$ cat src/rtl/imm_encoder_pkg.sv
// Shared definitions for the immediate encoder: EOp codes, FSM states, token type.
package imm_encoder_pkg;

  localparam logic [1:0] EOP_SEXT = 2'b00;
  localparam logic [1:0] EOP_ZEXT = 2'b01;
  localparam logic [1:0] EOP_LUI  = 2'b10;
  localparam logic [1:0] EOP_BR   = 2'b11;

  typedef enum logic [1:0] {
    IDLE  = 2'd0,
    EMIT1 = 2'd1,
    EMIT2 = 2'd2
  } state_t;

  typedef struct packed {
    logic [15:0] imm;
    logic [1:0]  eop;
  } token_t;

endpackage

$ cat src/rtl/imm_classify.sv
// Combinational classifier: picks the minimal {imm16, EOp} token sequence for a
// 32-bit constant or a byte branch offset.
module imm_classify
  import imm_encoder_pkg::*;
(
  input  logic [31:0] value,
  input  logic        branch,
  output logic        two,
  output token_t      tok0,
  output token_t      tok1,
  output logic        err
);

  always_comb begin
    // NOTE: every output gets a default before any branch, so no path can leave
    // one unassigned and infer a latch.
    two  = 1'b0;
    err  = 1'b0;
    tok0 = '{imm: value[15:0], eop: EOP_SEXT};
    tok1 = '{imm: value[15:0], eop: EOP_ZEXT};
    if (branch) begin
      tok0.eop = EOP_BR;
      if (value[1:0] == 2'b00 && value[31:17] == {15{value[17]}}) begin
        tok0.imm = value[17:2];
      end else begin
        tok0.imm = '0;
        err      = 1'b1;
      end
    end else if (value[31:16] == {16{value[15]}}) begin
      tok0.eop = EOP_SEXT;
    end else if (value[31:16] == 16'h0000) begin
      tok0.eop = EOP_ZEXT;
    end else if (value[15:0] == 16'h0000) begin
      tok0 = '{imm: value[31:16], eop: EOP_LUI};
    end else begin
      // Upper half via lui, lower half OR-ed in with a zero-extended ori.
      tok0 = '{imm: value[31:16], eop: EOP_LUI};
      two  = 1'b1;
    end
  end

endmodule

$ cat config.mk
export PLATFORM = sky130hd
export DESIGN_NAME = imm_classify
export DESIGN_NICKNAME = d
export VERILOG_FILES = /design/src/rtl/imm_encoder_pkg.sv /design/src/rtl/imm_classify.sv
export SDC_FILE = /design/constraint.sdc
export NUM_CORES = 1
export LEC_CHECK = 0
export CORE_UTILIZATION = 35
export DETAILED_ROUTE_END_ITERATION = 12
export PLACE_DENSITY = 0.76
export SYNTH_ARGS = -nofsm -noshare
export SYNTH_HDL_FRONTEND = slang
export SYNTH_SLANG_ARGS = --single-unit
$ cat constraint.sdc
create_clock -name vclk -period 3.8
set_input_delay 1.14 -clock vclk [all_inputs]
set_output_delay 1.14 -clock vclk [all_outputs]
set_load 0.03 [all_outputs]
# Word level (Yosys, flattened, before mapping)
# Cells that the tools add are included.
[word_totals]
ff_bits = 0
out_inout_bits = 38
wordCells = 18
[op_classes]
n_reduce_logical = 4
mux = 12
eq_ne = 2
[ops]
columns = ["operator", "count"]
rows = [
  ["16-bit two-way mux", 3],
  ["16-bit logical NOT", 2],
  ["18-bit two-way mux", 1],
  ["16-bit == test", 1],
  ["14-bit == test", 1],
  ["1-bit two-way mux", 6],
  ["2-bit two-way mux", 2],
  ["2-bit logical NOT", 1],
  ["1-bit logical AND", 1],
]

# Longest topological paths before layout
[depth]
word_depth = 5
ltp_mapped = 6

# Least setup slack after synthesis
# Ideal clock, no wire load.
[synth_timing]
path_type = "input to output"
startpoint = "in value[31]"
endpoint = "out tok0[16] (netlist name)"
t_arrival_ns = 2.550
path_slack_ns = 0.110
required_ns = 2.660
path_buffers = 1
path_stages = 5
path_cell_list = "nand4_2 -> nor4_2 -> o211ai_1 -> buf_4 -> o211ai_1"
[synth_rtl]
columns = ["element", "line_no", "source"]
rows = [
  ["start: declaration", "imm_classify.sv:6", "input logic [31:0] value,"],
  ["end: declaration", "imm_classify.sv:9", "output token_t tok0,"],
]

==> summary.txt <==
Worst setup path
  • Critical path type: primary input to output port
  • Critical path capture point type: output port
  • Data required, critical path: between 2000 and 3000 ps
  • Critical path peak fanout: 7
  • Startpoint types: primary input
  • Worst Path Arrival: between 2000 and 3000 ps

Place
  • Cell Area, Placed: between 0.002 and 0.0025 mm^2
  • Post-DP HPWL: between 3000 and 4000 um
  • Port Buf Inserts: approximately 70
  • Placer Congestion: ~0.9
  • Placed cells: ~290

Timing
  • Worst-margin pin slew: ~650 ps
  • Slew Limit Headroom: 0.564
  • Slew Viols, Final: 0
  • Period utilization: 0.999
  • Setup violators final: 0
  • Setup_tns: 0 ps
  • Fmax achieved: 0.263 GHz
  • Final Critical Period: between 3000 and 4000 ps
  • Unrepaired setup endpoints after global routing: true
  • Final Hold Fails: 0
  • Hold_ws: 2810 ps

Floorplan
  • Core Box Area: about 0.0032 mm^2
  • Die Y: just over 60 um
  • Die width: ~60 um
  • Die ar.: around 0.0036 mm^2
  • Initial Util: 0.379
  • FP Rows: 20
  • Top Ports: 71

Power
  • NetSw: 0.000126 W
  • VDD IR max: between 0.05 and 0.06 mV
  • Clock power frac: 0
  • Flop pwr share: 0
  • PwrDens: around 110 mW/mm^2
  • Power Internal: approximately 0.00011 W
  • Logic pwr share: 1.000
  • Switching share of power: 0.531
  • Total power draw: between 0.0002 and 0.00025 W
  • Leak: 0.931 nW

Routing
  • Routed WL per cell: around 15 um
  • DRC viols: 0
  • Drt first-iter violations: 38
  • WL final: about 4500 um
  • Via count: ~1,600
  • Drt pass-1 iters: 4
  • Routed vias/inst: 5.47
  • Routed Antenna Nets: 0

Synthesis
  • Yosys cell types: 33
  • Syn nets: roughly 200
  • Synth warn: 0
  • Synth Instances: around 170
  • Mapped cell area: roughly 0.0012 mm^2
  • Post-synthesis average cell area: between 7 and 8 um^2
  • Register area share after synthesis: 0

Job
  • Max Cap Viol: 0

Final layout
  • Footprint of the multi-input gates: around 0.0010 mm^2
  • Layout clock buffer count: 0
  • Diode count: 0
  • FF/Latch Area: 0 um^2
  • Seq_cells: 0
  • Share of layout cells above drive strength 1: 0.474
  • # fillers: 270
  • Post-route cell area: approximately 0.0022 mm^2
  • Commonest non-fill, non-tap cell in the layout: buf_4
  • Final non-filler cell total: between 200 and 300
  • Area Growth Syn to Fin: 80.5%
  • Commonest non-fill, non-tap cells in the layout: 66 x buf_4, 30 x clkdlybuf4s50_1, 15 x inv_1
  • Layout Nets: 286

GRT
  • Antenna violations before repair: 0
  • Grt total ovfl: 0
  • All-Layer GR Usage: 0.246
  • Largest net degree at the start of global routing: 26
  • Vias in the first global route: between 1,500 and 2,000
  • First-pass GRT wire length: 6930 um

Hold path
  • Hold Path Stages: 4
  • Hold crit path type: primary input to output port
  • Hold EP: tok0[0]
  • Min-delay src: value[15]

Clocking
  • # hold bufs at CTS: 0

Status
  • Outcome: finished, final reports clean
worst max-delay path, stage by stage:
cell and delay, ps:
buf_8 110, nor4_4 290, and4_4 270, buf_6 90, o211ai_1 140, buf_4 220
o211ai_1 190, buf_4 200
metal layers:
layer | track usage | vias up | part of all wire
met1 | 0.302 | 768 | 0.42
met5 | 0 | - | 0
met4 | 0.0465 | 0 | 0.012
met2 | 0.468 | 65 | 0.51
li1 | - | 774 | -
met3 | 0.0171 | 8 | 0.064
final cells by class:
class,instances,share of cell area
inverters,15,0.0261
multi-input cells,119,0.485
well taps,44,0.0256
repair buffers,117,0.463
cell usage after synthesis (3+ instances only):
library cell	count	area [um^2]
a31oi_1	14	87.6
nand2_1	14	52.6
buf_4	19	143
inv_1	15	56.3
o211ai_2	8	100
nand4_1	3	18.8
mux2_2	5	56.3
clkbuf_1	8	30.0
nor4_1	7	43.8
nor3b_1	13	97.6
o211ai_1	8	60.1
nand3b_1	14	105
buf_2	3	15.0
mux2_4	8	120
power groups by stage:
| stage | sequential (W) | combinational, W | clock [W] |
|---|---|---|---|
| 2_1_floorplan | 0 | 0.000118 | 0 |
| 3_3_place_gp | 0 | 0.000224 | 0 |
| 3_5_place_dp | 0 | 0.000226 | 0 |
| 4_1_cts | 0 | 0.000226 | 0 |
| 5_1_grt | 0 | 0.000251 | 0 |
| 6_report | 0 | 0.000237 | 0 |
worst max path at each step:
stage	end	start
3_5_place_dp	tok0[1]	value[23]
4_1_cts	tok0[4]	value[28]
2_1_floorplan	tok0[16]	value[31]
6_report	tok0[16]	value[27]
5_1_grt	tok0[16]	value[18]
3_3_place_gp	tok0[16]	value[24]
kinds of logic after synthesis:
family          after synthesis  share of synthesized area
mux                          14                      0.159
simple gates                 66                      0.370
buf+inv                      46                      0.214
compound gates               37                      0.251
other cells                   2                    0.00629
what timing repair did:
item / CTS / global route
setup endpoints to repair: 20 / 17
hold endpoints to repair: 0 / 0
pin swaps: 10 / 10
buffers inserted: 5 / 2
resized for setup: 92 / 32
metrics by stage:
step	utilization	setup slack, ps
global route	0.683	-89.0
detailed placement	0.636	-551
global placement	0.636	-573
finish	0.683	2.11
floorplan	-	110
CTS	0.652	3.10
Power figures use the tool's default switching activity.
